<file path="config.mk">
export PLATFORM = sky130hd
export DESIGN_NAME = pingpong_stream_buffer
export DESIGN_NICKNAME = d
export VERILOG_FILES = /design/src/rtl/pingpong_pkg.sv /design/src/rtl/pingpong_bank_ram.sv /design/src/rtl/pingpong_stream_buffer.sv
export SDC_FILE = /design/constraint.sdc
export NUM_CORES = 1
export LEC_CHECK = 0
export ABC_AREA = 1
export CORE_MARGIN = 4
export CORE_UTILIZATION = 35
export DETAILED_ROUTE_END_ITERATION = 7
export MAX_ROUTING_LAYER = met4
export PLACE_DENSITY = 0.61
export SYNTH_ARGS = -nofsm -noshare
export SYNTH_HDL_FRONTEND = slang
export SYNTH_SLANG_ARGS = --single-unit
</file>
<file path="constraint.sdc">
create_clock -name clk -period 1.8 [get_ports clk]
set_clock_uncertainty 0.1 [all_clocks]
set_input_delay 0.18 -clock clk [delete_from_list [all_inputs] [get_ports clk]]
set_output_delay 0.18 -clock clk [all_outputs]
set_load 0.005 [all_outputs]
</file>
<file path="src/rtl/pingpong_pkg.sv">
// pingpong_pkg: shared bank-select type, bank-state constants and clog2 helper for the ping-pong buffer
package pingpong_pkg;
  typedef enum logic {BANK0 = 1'b0, BANK1 = 1'b1} bank_sel_t;
  localparam logic BANK_EMPTY = 1'b0;
  localparam logic BANK_FULL = 1'b1;
  function automatic int clog2(input int n);
    int r = 0;
    for (int v = n - 1; v > 0; v = v >> 1) r++;
    return r;
  endfunction
endpackage

</file>
<file path="src/rtl/pingpong_bank_ram.sv">
// pingpong_bank_ram: 1W1R RAM bank, DEPTH x DATA_W, synchronous read with resettable output register
//  clk/resetn           clock, async active-low reset (output register only)
//  i_we/i_waddr/i_wdata write port
//  i_re/i_raddr         read request; o_rdata updates the cycle after i_re and holds otherwise
module pingpong_bank_ram #(
  parameter int DATA_W = 8,
  parameter int DEPTH = 32,
  parameter int ADDR_W = 5
) (
  input  logic              clk,
  input  logic              resetn,
  input  logic              i_we,
  input  logic [ADDR_W-1:0] i_waddr,
  input  logic [DATA_W-1:0] i_wdata,
  input  logic              i_re,
  input  logic [ADDR_W-1:0] i_raddr,
  output logic [DATA_W-1:0] o_rdata
);
  logic [DATA_W-1:0] r_mem [DEPTH];
  logic [DATA_W-1:0] r_rdata;
  always_ff @(posedge clk) begin
    if (i_we) r_mem[i_waddr] <= i_wdata;
  end
  always_ff @(posedge clk or negedge resetn) begin
    if (!resetn) r_rdata <= '0;
    else if (i_re) r_rdata <= r_mem[i_raddr];
  end
  assign o_rdata = r_rdata;
endmodule

</file>
<file path="src/rtl/pingpong_stream_buffer.sv">
// pingpong_stream_buffer: double-buffered valid/ready stream buffer, banks swap when filled/drained
//  clk, resetn             clock, async active-low reset
//  wr_valid/wr_ready/wr_data  producer side
//  rd_valid/rd_ready/y/rd_last consumer side; rd_last marks the final word of a bank
//  bank_full               per-bank full flags
//  flush                   present only with PINGPONG_FLUSH_EN: commits a partially filled bank
module pingpong_stream_buffer
  import pingpong_pkg::*;
#(
  parameter int DATA_W = 8,
  parameter int DEPTH = 32,
  localparam int ADDR_W = clog2(DEPTH)
) (
  input  logic              clk,
  input  logic              resetn,
  input  logic              wr_valid,
  output logic              wr_ready,
  input  logic [DATA_W-1:0] wr_data,
  output logic              rd_valid,
  input  logic              rd_ready,
  output logic [DATA_W-1:0] y,
  output logic              rd_last,
  output logic [1:0]        bank_full
`ifdef PINGPONG_FLUSH_EN
  ,
  input  logic              flush
`endif
);
  bank_sel_t r_wsel, r_rsel, r_ysel;
  logic [ADDR_W-1:0] r_waddr, r_raddr;
  logic [1:0] r_full;
  logic r_rd_valid, r_rd_last;
  logic [ADDR_W:0] w_len;
  logic w_wr_fire, w_commit, w_rd_issue, w_rd_end;
  logic [1:0] w_set, w_clr;
  logic [DATA_W-1:0] w_rdata [2];
  assign wr_ready = r_full[r_wsel] == BANK_EMPTY;
  assign w_wr_fire = wr_valid && wr_ready;
`ifdef PINGPONG_FLUSH_EN
  logic [ADDR_W:0] r_len [2];
  logic [ADDR_W:0] w_wcnt;
  // word count includes a word accepted in the same cycle as the flush
  assign w_wcnt = {1'b0, r_waddr} + (ADDR_W+1)'(w_wr_fire);
  assign w_commit = (w_wr_fire && r_waddr == ADDR_W'(DEPTH - 1)) || (flush && wr_ready && w_wcnt != '0);
  assign w_len = r_len[r_rsel];
  always_ff @(posedge clk or negedge resetn) begin
    if (!resetn) begin
      r_len[0] <= (ADDR_W+1)'(DEPTH);
      r_len[1] <= (ADDR_W+1)'(DEPTH);
    end else if (w_commit) r_len[r_wsel] <= w_wcnt;
  end
`else
  assign w_commit = w_wr_fire && r_waddr == ADDR_W'(DEPTH - 1);
  assign w_len = (ADDR_W+1)'(DEPTH);
`endif
  // fetch the next word whenever the output register is empty or being consumed
  assign w_rd_issue = r_full[r_rsel] == BANK_FULL && (!r_rd_valid || rd_ready);
  assign w_rd_end = w_rd_issue && {1'b0, r_raddr} == w_len - 1'b1;
  // writer and reader never share a bank, so set and clear never collide
  assign w_set = {r_wsel == BANK1, r_wsel == BANK0} & {2{w_commit}};
  assign w_clr = {r_rsel == BANK1, r_rsel == BANK0} & {2{w_rd_end}};
  always_ff @(posedge clk or negedge resetn) begin
    if (!resetn) begin
      r_wsel <= BANK0;
      r_rsel <= BANK0;
      r_ysel <= BANK0;
      r_waddr <= '0;
      r_raddr <= '0;
      r_full <= {BANK_EMPTY, BANK_EMPTY};
      r_rd_valid <= 1'b0;
      r_rd_last <= 1'b0;
    end else begin
      r_full <= (r_full | w_set) & ~w_clr;
      if (w_commit) begin
        r_waddr <= '0;
        r_wsel <= r_wsel == BANK0 ? BANK1 : BANK0;
      end else if (w_wr_fire) r_waddr <= r_waddr + 1'b1;
      if (w_rd_issue) begin
        r_raddr <= w_rd_end ? '0 : r_raddr + 1'b1;
        r_ysel <= r_rsel;
        r_rd_valid <= 1'b1;
        r_rd_last <= w_rd_end;
        if (w_rd_end) r_rsel <= r_rsel == BANK0 ? BANK1 : BANK0;
      end else if (rd_ready) begin
        r_rd_valid <= 1'b0;
        r_rd_last <= 1'b0;
      end
    end
  end
  for (genvar b = 0; b < 2; b++) begin : g_bank
    pingpong_bank_ram #(.DATA_W(DATA_W), .DEPTH(DEPTH), .ADDR_W(ADDR_W)) u_ram (
      .clk     (clk),
      .resetn  (resetn),
      .i_we    (w_wr_fire && r_wsel == bank_sel_t'(b)),
      .i_waddr (r_waddr),
      .i_wdata (wr_data),
      .i_re    (w_rd_issue && r_rsel == bank_sel_t'(b)),
      .i_raddr (r_raddr),
      .o_rdata (w_rdata[b])
    );
  end
  // output register is the RAM read register of the bank last fetched from
  assign y = w_rdata[r_ysel];
  assign rd_valid = r_rd_valid;
  assign rd_last = r_rd_last;
  assign bank_full = r_full;
endmodule

</file>
==> impl_metrics.json, run 1 <==
{
  "status": "complete, but fails checks",
  "failed_checks": "setup timing",
  "synth_ff_type": "edfxtp_1",
  "dieHeight_um": 261,
  "synth_edf_count": 512,
  "p_leak_nw": 10.3,
  "stdcell_count": 3045,
  "grt_max_degree": 65,
  "synth_fp_nets": 2032,
  "clk_pin_slew_worst_paths_ns": 0.06,
  "wl_per_cell_um": 20.3,
  "hp-class": "in2reg",
  "wl_um": 62000,
  "io_buffers": 24,
  "area_delta_synth_final_pct": 25.5,
  "cts_buffers": 56,
  "grt.total_usage_pct": 18.7,
  "setup_viol_count_final": 414,
  "antenna_found_initial": 0,
  "syn_inst": 2013,
  "placementRows": 92,
  "drtIter0Drc": 1530,
  "diodes": 0,
  "setup_tns_ns": -39.53,
  "ir_drop_v": 0.000758,
  "worstSkewPairLatency_ns": 0.61,
  "tritoncts": "built",
  "async_flop_share_pct": 6.06,
  "ant_nets": 0,
  "post_drt_via_cell_ratio": 5.08,
  "avgSynthCellArea_sq_um": 11.1,
  "hold_violations": 0,
  "multi_input_area_sq_um": 6410,
  "crit_fanout": 8,
  "synth_area_leaders": "edfxtp_1 69%, nand2_1 14%, nand3_1 6.2%",
  "crit_chain": "inv_2 > nand2_2 > o21ai_2 > nand2_2 > nor2_4 > clkinv_4 > buf_16 > nor2_4",
  "fmax_mhz": 513,
  "fill_cells": 5654,
  "htreeDepth": 2,
  "nNetsFinal": 2173,
  "root_buffer": "clkbuf_16",
  "yosys-top-cells-count": "857 x nand2_1, 512 x edfxtp_1, 277 x nand3_1",
  "pin_count": 25,
  "die_w_um": 261,
  "synth.top_cell.area_share_pct": 68.7,
  "regArea_sq_um": 16200,
  "cp-end-kind": "flip-flop",
  "period_share_pct": 108,
  "placed_cells": 2899,
  "dpl.hpwl_um": 37200,
  "dr.pass1.iters": 6,
  "design_area_sq_um": 28100,
  "ctsLongestPathBuffers": 3,
  "cpMaxStageDelayCell": "dfrtp_1",
  "coreArea_sq_um": 63200,
  "powerDensity_nw_per_um2": 904,
  "critPathRequiredTime_ns": 1.99,
  "worstPathBufferInverterCount": 3,
  "synth.most_common_cell": "nand2_1",
  "synth.distinct_cells": 26,
  "place_area_sq_um": 25200,
  "synth_area_sq_um": 22400,
  "drc": 0,
  "slew_viol_final": 0,
  "path_delay_family": "simple AND/OR/NAND/NOR gates",
  "ys_seq_area_share_pct": 72.4,
  "initial_core_util_pct": 35.4,
  "arrival_ns": 2.14,
  "max_slew_margin_pct": 53.6,
  "synth_warnings": 0,
  "worst_slew_pin_slew_ns": 0.695,
  "rsz0062_at_grt": "true",
  "max_cap_viol_count": 0,
  "yosys.area.top_type": "edfxtp_1",
  "worst_setup_path_start_kind": "flip-flop",
  "via_count": 15500,
  "grt_pass1_vias": 15100,
  "drive_above_1_share_pct": 19.6,
  "cp_slowest_stage_delay_ns": 0.40,
  "crit_type": "reg2reg",
  "layout_min_cycle_time_ns": 1.95,
  "dieArea_sq_um": 68000,
  "gp_congestion": 0.946,
  "grt_first_pass_wirelength_um": 93400,
  "overflow": 0,
  "final.setup.worst_slack_ns": -0.148,
  "synth_seq_cells": 545,
  "cts.sinks": 545
}
==> state kept, by name, summed over array words and instances (netlist names) <==
signal and flops:
g_bank.u_ram.r_mem 512, r_raddr 5, g_bank.u_ram.o_rdata 16, r_ysel 1, r_wsel 1, r_waddr 5
r_rsel 1, bank_full 2, rd_valid 1, rd_last 1
==> cells in the final DEF, fill, tap and decap left out, drive strengths merged, types with 12 or more instances in the layout <==
master / netlist / final
buf: 85 / 181
inv: 26 / 29
nand3: 277 / 277
dfrtp: 33 / 33
edfxtp: 512 / 512
nor2: 90 / 90
a21oi: 68 / 68
o21ai: 12 / 12
nand2: 859 / 859
clkinv: 3 / 22
clkbuf: 27 / 77
==> cell families (layout without fill, tap and decap cells) <==
group           after synthesis  count (layout)  share of synthesized area (%)
simple gates               1236            1236                           22.4
flops                       545             545                           72.4
buf+inv                     141             327                           2.82
compound gates               83              83                           1.89
fa+ha+maj                     7               7                          0.392
xor+xnor                      1               1                         0.0392
==> report_power, final <==
group	switching, W	leakage (nW)	internal, W
clock network	0.00478	0.858	0.00640
logic	0.000275	4.39	0.0000604
registers	0	5.01	0.0139
==> per-layer routing <==
metal / vias to the layer above / routed length, um / GRT usage (%)
met1: 7525 / 25900 / 24.8
met2: 627 / 28800 / 29.3
li1: 7182 / - / -
met5: - / 0 / -
met4: 0 / 1870 / 5.44
met3: 135 / 5400 / 3.77
==> worst reg2reg max path, delay by kind of cell, from the launching register on <==
| kind | cells | cell delay (ns) |
|---|---|---|
| buf+inv | 3 | 0.44 |
| compound gates | 1 | 0.07 |
| simple gates | 4 | 0.60 |
| flops | 1 | 0.40 |
==> metrics by stage <==
stage / utilization [%] / worst slack, ns / total power (W) / hold WS, ns
final: 44.4 / -0.148 / 0.0254 / 0.0204
after global routing: 44.4 / -0.241 / 0.0261 / 0.0126
after floorplan: - / -0.0398 / 0.0141 / -0.216
after global placement: 39.9 / -0.173 / 0.0144 / 0.145
after CTS: 43.8 / -0.120 / 0.0255 / 0.00296
after detailed placement: 39.9 / -0.177 / 0.0145 / 0.149
==> path summary, 6_finish.rpt <==
kind | from | endpoint | slack [ns] | depth (start not counted)
setup / recovery | bank_full[1] | g_bank[0].u_ram.r_mem[13][0] | -0.15 | 8
min in group asynchronous | resetn | g_bank[1].u_ram.o_rdata[1] | 0.05 | 2
hold reg to reg | g_bank[1].u_ram.o_rdata[0] | g_bank[1].u_ram.o_rdata[0] | 0.39 | 2
hold / removal | wr_data[7] | g_bank[0].u_ram.r_mem[2][7] | 0.02 | 2
max in group asynchronous | resetn | r_wsel | 0.93 | 3
setup reg to reg | bank_full[1] | g_bank[0].u_ram.r_mem[13][0] | -0.15 | 8
==> what timing repair did <==
item                                    4_1_cts  5_1_grt
gates cloned                                 11        1
setup buffers                                20        9
pin swaps                                    32       42
hold buffers                                  3        2
endpoints found under the setup margin      544      547
hold endpoints to repair                     45        2
resized for setup                           127       84
==> area by class of cell <==
type	count	area share [%]
well taps	846	3.77
clock inverters	27	0.878
repair buffers	195	9.01
multi-input cells	1327	22.8
inverters	29	0.459
clock buffers	76	5.33
flip-flops and latches	545	57.7
(Power assumes the default switching activity.)
==> run 2: changes to the inputs <==
--- a/config.mk
+++ b/config.mk
@@ -11,6 +11,7 @@
 export DETAILED_ROUTE_END_ITERATION = 7
 export MAX_ROUTING_LAYER = met4
 export PLACE_DENSITY = 0.61
+export RECOVER_POWER = 100
 export SYNTH_ARGS = -nofsm -noshare
 export SYNTH_HDL_FRONTEND = slang
 export SYNTH_SLANG_ARGS = --single-unit
==> run 2 against run 1 <==
Power decreased by 0.16%. Global-route usage unchanged. Sequential power about the same. Flip-flop and latch count unchanged. Cell count unchanged. Routed wire length increased by 0.23%. Critical path depth increased by 3. Non-clock buffer count unchanged. Design area decreased by 0.58%. First-iteration DRC count increased by 5.2%. Clock-buffer cell count unchanged. The flow finishes with violations (capacitance limit, slew limit, setup timing). Critical path type unchanged.
==> impl_metrics.json, run 2 (synthesized netlist as in run 1, its figures left out) <==
{
  "status": "complete, but fails checks",
  "failed_checks": "capacitance limit, slew limit, setup timing",
  "slew_viol_final": 260,
  "post_drt_via_cell_ratio": 5.09,
  "critPathMostFrequentCell": "nand2_1",
  "max_cap_viol_count": 4,
  "setup_tns_ns": -35.87,
  "ctsLongestPathBuffers": 3,
  "drc": 0,
  "crit_type": "reg2reg",
  "power.share.clock_pct": 44.1,
  "arrival_ns": 2.39,
  "overflow": 0,
  "cp-end-kind": "flip-flop",
  "grt_first_pass_wirelength_um": 93400,
  "reg2regPathDepth": 11,
  "regMostFlops": "g_bank.u_ram.r_mem",
  "powerDensity_nw_per_um2": 907,
  "dpl.hpwl_um": 37200,
  "die_w_um": 261,
  "ant_nets": 0,
  "setup_viol_count_final": 437,
  "antenna_found_initial": 0,
  "crit_chain": "inv_8 > buf_16 > bufbuf_16 > nand2_1 > nand3_1 > nand3_1 > nand2_1 > nand3_1 > nand2_1 > nand2_1 > nand2_1",
  "dr_wl_met2_um": 28700,
  "worstPathBufferInverterCount": 3,
  "p_comb_share_pct": 1.2,
  "design_area_sq_um": 27900,
  "worst_slew_pin_slew_ns": 1.92,
  "crit_fanout": 9,
  "initial_core_util_pct": 35.4,
  "hold_violations": 0,
  "wl_um": 62100,
  "cp_slowest_stage_delay_ns": 0.55,
  "coreArea_sq_um": 63200,
  "wl_per_cell_um": 20.4,
  "pin_count": 25,
  "root_buffer": "clkbuf_16",
  "max_slew_margin_pct": -28.1,
  "place_area_sq_um": 25200,
  "htreeDepth": 2,
  "p_leak_nw": 10.2,
  "nNetsFinal": 2173,
  "hp-class": "in2async",
  "dieHeight_um": 261,
  "cts_buffers": 56,
  "critPathRequiredTime_ns": 2.25,
  "grt_pass1_vias": 15100,
  "layout_min_cycle_time_ns": 1.95,
  "p_switching_w": 0.00503,
  "via_count": 15500,
  "grt.total_usage_pct": 18.7,
  "r2r-start": "r_raddr[0]",
  "period_share_pct": 108,
  "r2r-end": "g_bank[0].u_ram.o_rdata[4]",
  "switching_share_pct": 19.9,
  "tritoncts": "built",
  "drtIter0Drc": 1610,
  "gp_congestion": 0.946,
  "drive_above_1_share_pct": 19.4,
  "placementRows": 92,
  "met1_length_um": 26100,
  "final_common_cell": "nand2_1",
  "final_cell_mix": "816 x nand2_1, 512 x edfxtp_1, 261 x nand3_1, 81 x buf_4, 68 x nor2_4",
  "path_delay_family": "simple AND/OR/NAND/NOR gates",
  "area_delta_synth_final_pct": 24.8,
  "pwr-share-seq_pct": 54.8,
  "diodes": 0,
  "cts.sinks": 545,
  "fmax_mhz": 513,
  "dr.pass1.iters": 5,
  "fill_cells": 5681,
  "grt_max_degree": 65,
  "io_buffers": 24,
  "dr_wl_met3_um": 5370,
  "top_layer": "met4",
  "power.internal_w": 0.0203,
  "final.setup.worst_slack_ns": -0.148,
  "clk_pin_slew_worst_paths_ns": 0.06,
  "worstSkewPairLatency_ns": 0.61,
  "dieArea_sq_um": 68000,
  "ir_drop_v": 0.000751,
  "placed_cells": 2899,
  "worst_setup_path_start_kind": "flip-flop",
  "largest_reg_flops": 512,
  "stdcell_count": 3045,
  "r2r_slack_ns": -0.15,
  "cpMaxStageDelayCell": "dfrtp_4",
  "rsz0062_at_grt": "true"
}
[run 2: changes by cell type in the layout (fill, tap and decap cells not counted), moves of 2 or more]
| cell | previous run | this run |
|---|---|---|
| buf_12 | 57 | 46 |
| clkbuf_1 | 19 | 21 |
| clkbuf_2 | 0 | 7 |
| buf_4 | 83 | 81 |
| clkbuf_4 | 0 | 4 |
[run 2: layout make-up]
cell class	count	area, sq um	share of cell area (%)
Sequential cell	545	16200	58.1
Multi-Input combinational cell	1327	6400	22.9
Timing Repair Buffer	195	2370	8.50
Clock buffer	76	1500	5.37
Tap cell	846	1060	3.79
Clock inverter	27	246	0.883
Inverter	29	126	0.453
[run 2: worst max path at each step]
| stage | startpoint | end | slack (ns) | cells after the start |
|---|---|---|---|---|
| 2_1_floorplan | bank_full[1] | g_bank[0].u_ram.r_mem[28][0] | -0.04 | 8 |
| 3_3_place_gp | r_raddr[1] | g_bank[0].u_ram.o_rdata[1] | -0.17 | 10 |
| 3_5_place_dp | r_raddr[1] | g_bank[0].u_ram.o_rdata[2] | -0.18 | 10 |
| 4_1_cts | r_raddr[0] | g_bank[1].u_ram.o_rdata[2] | -0.12 | 10 |
| 5_1_grt | r_raddr[0] | g_bank[0].u_ram.o_rdata[4] | -0.24 | 11 |
| 6_report | r_raddr[0] | g_bank[0].u_ram.o_rdata[4] | -0.15 | 11 |
[run 2: metal layers]
metal,vias to the layer above,track usage (%)
met3,134,3.77
met5,-,-
met1,7512,24.8
met2,664,29.3
li1,7176,-
met4,0,5.44
[run 2: metrics by stage]
step | worst slack, ns | power, W | hold slack (ns) | utilization [%]
floorplan | -0.0398 | 0.0141 | -0.216 | -
global placement | -0.173 | 0.0144 | 0.145 | 39.9
detailed placement | -0.177 | 0.0145 | 0.149 | 39.9
CTS | -0.120 | 0.0255 | 0.00296 | 43.8
global route | -0.237 | 0.0261 | 0.0999 | 44.2
finish | -0.148 | 0.0253 | 0.0777 | 44.2
[run 2: timing repair]
action                                  in CTS  in global routing
setup buffers                               20                  9
hold buffers                                 3                  2
pin swaps                                   32                 42
hold endpoints to repair                    45                  2
resized for setup                          127                 84
endpoints found under the setup margin     544                547
gates cloned                                11                  1
[run 2: power groups by stage]
stage	registers [W]	logic, W	clock network (W)
CTS	0.0139	0.000338	0.0114
global placement	0.0141	0.000329	0
finish	0.0139	0.000297	0.0112
global route	0.0139	0.000315	0.0119
detailed placement	0.0141	0.000334	0
floorplan	0.0141	0.000000663	0
==> run 3: changes to the inputs <==
--- a/config.mk
+++ b/config.mk
@@ -6,11 +6,13 @@
 export NUM_CORES = 1
 export LEC_CHECK = 0
 export ABC_AREA = 1
+export CELL_PAD_IN_SITES_DETAIL_PLACEMENT = 0
+export CELL_PAD_IN_SITES_GLOBAL_PLACEMENT = 1
 export CORE_MARGIN = 4
 export CORE_UTILIZATION = 35
 export DETAILED_ROUTE_END_ITERATION = 7
 export MAX_ROUTING_LAYER = met4
-export PLACE_DENSITY = 0.61
+export PLACE_DENSITY = 0.7
 export RECOVER_POWER = 100
 export SYNTH_ARGS = -nofsm -noshare
 export SYNTH_HDL_FRONTEND = slang
==> run 3 against run 2 <==
The run still ends with capacitance limit, slew limit, setup timing left. Via count rose by 0.30%. Flip-flop and latch count did not move. Fmax fell by 0.12%. Clock power rose by 4%. Worst hold slack improved by 0.024 ns. Sequential power barely moved. First-iteration DRC count fell by 2.2%. Register-to-register slack barely moved. Non-clock buffer count rose by 25. Combinational power rose by 5%. Global-route usage fell by 0.093 points. Critical endpoint is now g_bank[1].u_ram.o_rdata[3]. Highest routed layer unchanged.
==> impl_metrics.json, run 3 (synthesized netlist as in run 1, its figures left out) <==
{
  "status": "complete, but fails checks",
  "failed_checks": "capacitance limit, slew limit, setup timing",
  "worstSkewPairLatency_ns": 0.62,
  "io_buffers": 24,
  "crit_type": "reg2reg",
  "dieArea_sq_um": 68000,
  "overflow": 0,
  "max_cap_viol_count": 3,
  "slew_viol_final": 195,
  "placementRows": 92,
  "r2r-end": "g_bank[1].u_ram.o_rdata[3]",
  "dr.pass1.iters": 5,
  "place_area_sq_um": 25300,
  "clk_pin_slew_worst_paths_ns": 0.06,
  "power.internal_w": 0.0207,
  "fin_util_pct": 45.8,
  "worst_slew_pin_slew_ns": 1.94,
  "drc": 0,
  "final_common_cell": "nand2_1",
  "r2r_slack_ns": -0.15,
  "ir_drop_v": 0.000660,
  "regMostFlops": "g_bank.u_ram.r_mem",
  "tritoncts": "built",
  "switching_share_pct": 19.9,
  "area_delta_synth_final_pct": 29.5,
  "design_area_sq_um": 29000,
  "via_count": 15500,
  "cp-end-kind": "flip-flop",
  "fmax_mhz": 513,
  "crit_fanout": 15,
  "layout_min_cycle_time_ns": 1.95,
  "p_leak_nw": 10.5,
  "initial_core_util_pct": 35.4,
  "fill_cells": 5575,
  "arrival_ns": 2.35,
  "power.share.clock_pct": 45.2,
  "p_comb_share_pct": 1.2,
  "wl_per_cell_um": 21.3,
  "drtIter0Drc": 1574,
  "dieHeight_um": 261,
  "regArea_sq_um": 16200,
  "nNetsFinal": 2199,
  "htreeDepth": 2,
  "root_buffer": "clkbuf_16",
  "dpl.hpwl_um": 39100,
  "antenna_found_initial": 0,
  "reg2regPathDepth": 11,
  "p_switching_w": 0.00515,
  "cts_buffers": 55,
  "powerDensity_nw_per_um2": 893,
  "ant_nets": 0,
  "holdWs_ns": 0.101,
  "drive_above_1_share_pct": 24.8,
  "final.setup.worst_slack_ns": -0.150,
  "wl_um": 65500,
  "critPathRequiredTime_ns": 2.20,
  "diodes": 0,
  "rsz0062_at_grt": "true",
  "final_cell_mix": "791 x nand2_1, 512 x edfxtp_1, 203 x nand3_1, 82 x buf_4, 76 x clkbuf_16",
  "setup_viol_count_final": 420,
  "period_share_pct": 108,
  "hp-class": "in2async",
  "r2r-start": "r_raddr[0]",
  "cts.sinks": 545,
  "max_slew_margin_pct": -29.4,
  "worst_setup_path_start_kind": "flip-flop",
  "setup_tns_ns": -9.83,
  "hold_violations": 0,
  "coreArea_sq_um": 63200,
  "grt_pass1_vias": 14900,
  "pin_count": 25,
  "multi_input_area_sq_um": 6820,
  "pwr-share-seq_pct": 53.6,
  "gp_congestion": 0.842,
  "die_w_um": 261,
  "grt_first_pass_wirelength_um": 92100,
  "largest_reg_flops": 512,
  "post_drt_via_cell_ratio": 5.06,
  "power.total_w": 0.0259,
  "ctsLongestPathBuffers": 3,
  "cp-startpoint": "r_raddr[0]",
  "grt.total_usage_pct": 18.6,
  "grt_max_degree": 65
}
==> run 3: cell count changes in the layout (fill, tap and decap cells not counted), moves of 8 or more <==
cell	before	now
nand3_1	261	203
nand2_4	17	6
a21oi_1	60	46
nand2_2	25	61
clkbuf_16	58	76
a21oi_2	8	21
clkbuf_1	21	10
clkinv_1	7	15
nand3_2	15	68
nand2_1	816	791
==> run 3: final cells by class <==
cell class              count  area share (%)
flip-flops and latches    545            55.9
inverters                  29           0.475
well taps                 846            3.65
repair inverters            2          0.0950
repair buffers            220            9.96
clock inverters            40            1.43
multi-input cells        1327            23.5
clock buffers              62            4.91
==> run 3: power by group through the flow <==
stage               Sequential [W]  Clock (W)  Combinational, W
finish                      0.0139     0.0117          0.000311
global route                0.0139     0.0124          0.000333
CTS                         0.0138     0.0119          0.000365
detailed placement          0.0141          0          0.000357
global placement            0.0141          0          0.000353
floorplan                   0.0141          0       0.000000663
==> run 3: routing by layer <==
layer / global-route usage (%) / vias up / wire, um
met5: - / - / 0
met2: 29.8 / 585 / 31300
met1: 25.3 / 7603 / 28100
li1: - / 7242 / -
met3: 2.68 / 103 / 4450
met4: 4.26 / 0 / 1720
==> run 3: critical path, cell delays in order, from the launching register on <==
cell,delay (ns)
dfrtp_4,0.51
buf_12,0.16
clkbuf_16,0.16
clkbuf_16,0.17
nand2_1,0.08
nand2_1,0.06
a21oi_1,0.19
nand3_1,0.14
nand3_2,0.11
nand2_1,0.05
nand2_1,0.05
nand2_1,0.04
==> run 3: worst max path at each step <==
| stage | slack, ns | endpoint | depth (start not counted) |
|---|---|---|---|
| after global placement | -0.14 | g_bank[0].u_ram.r_mem[5][0] | 8 |
| final | -0.15 | g_bank[1].u_ram.o_rdata[3] | 11 |
| after detailed placement | -0.15 | g_bank[1].u_ram.r_mem[9][7] | 8 |
| after global routing | -0.23 | g_bank[1].u_ram.o_rdata[4] | 12 |
| after CTS | -0.11 | g_bank[0].u_ram.o_rdata[1] | 9 |
| after floorplan | -0.04 | g_bank[0].u_ram.r_mem[28][0] | 8 |
==> run 3: per-stage QoR <==
step,setup slack [ns],instances
CTS,-0.110,3033
detailed placement,-0.148,2907
floorplan,-0.0398,2013
global route,-0.232,3071
finish,-0.150,3071
global placement,-0.137,2907
==> run 3: what timing repair did <==
action,4_1_cts,5_1_grt
hold buffers,6,0
cloned,3,24
resized for setup,99,189
endpoints found under the hold margin,81,0
endpoints found under the setup margin,544,549
pin swaps,28,57
buffers inserted,15,14
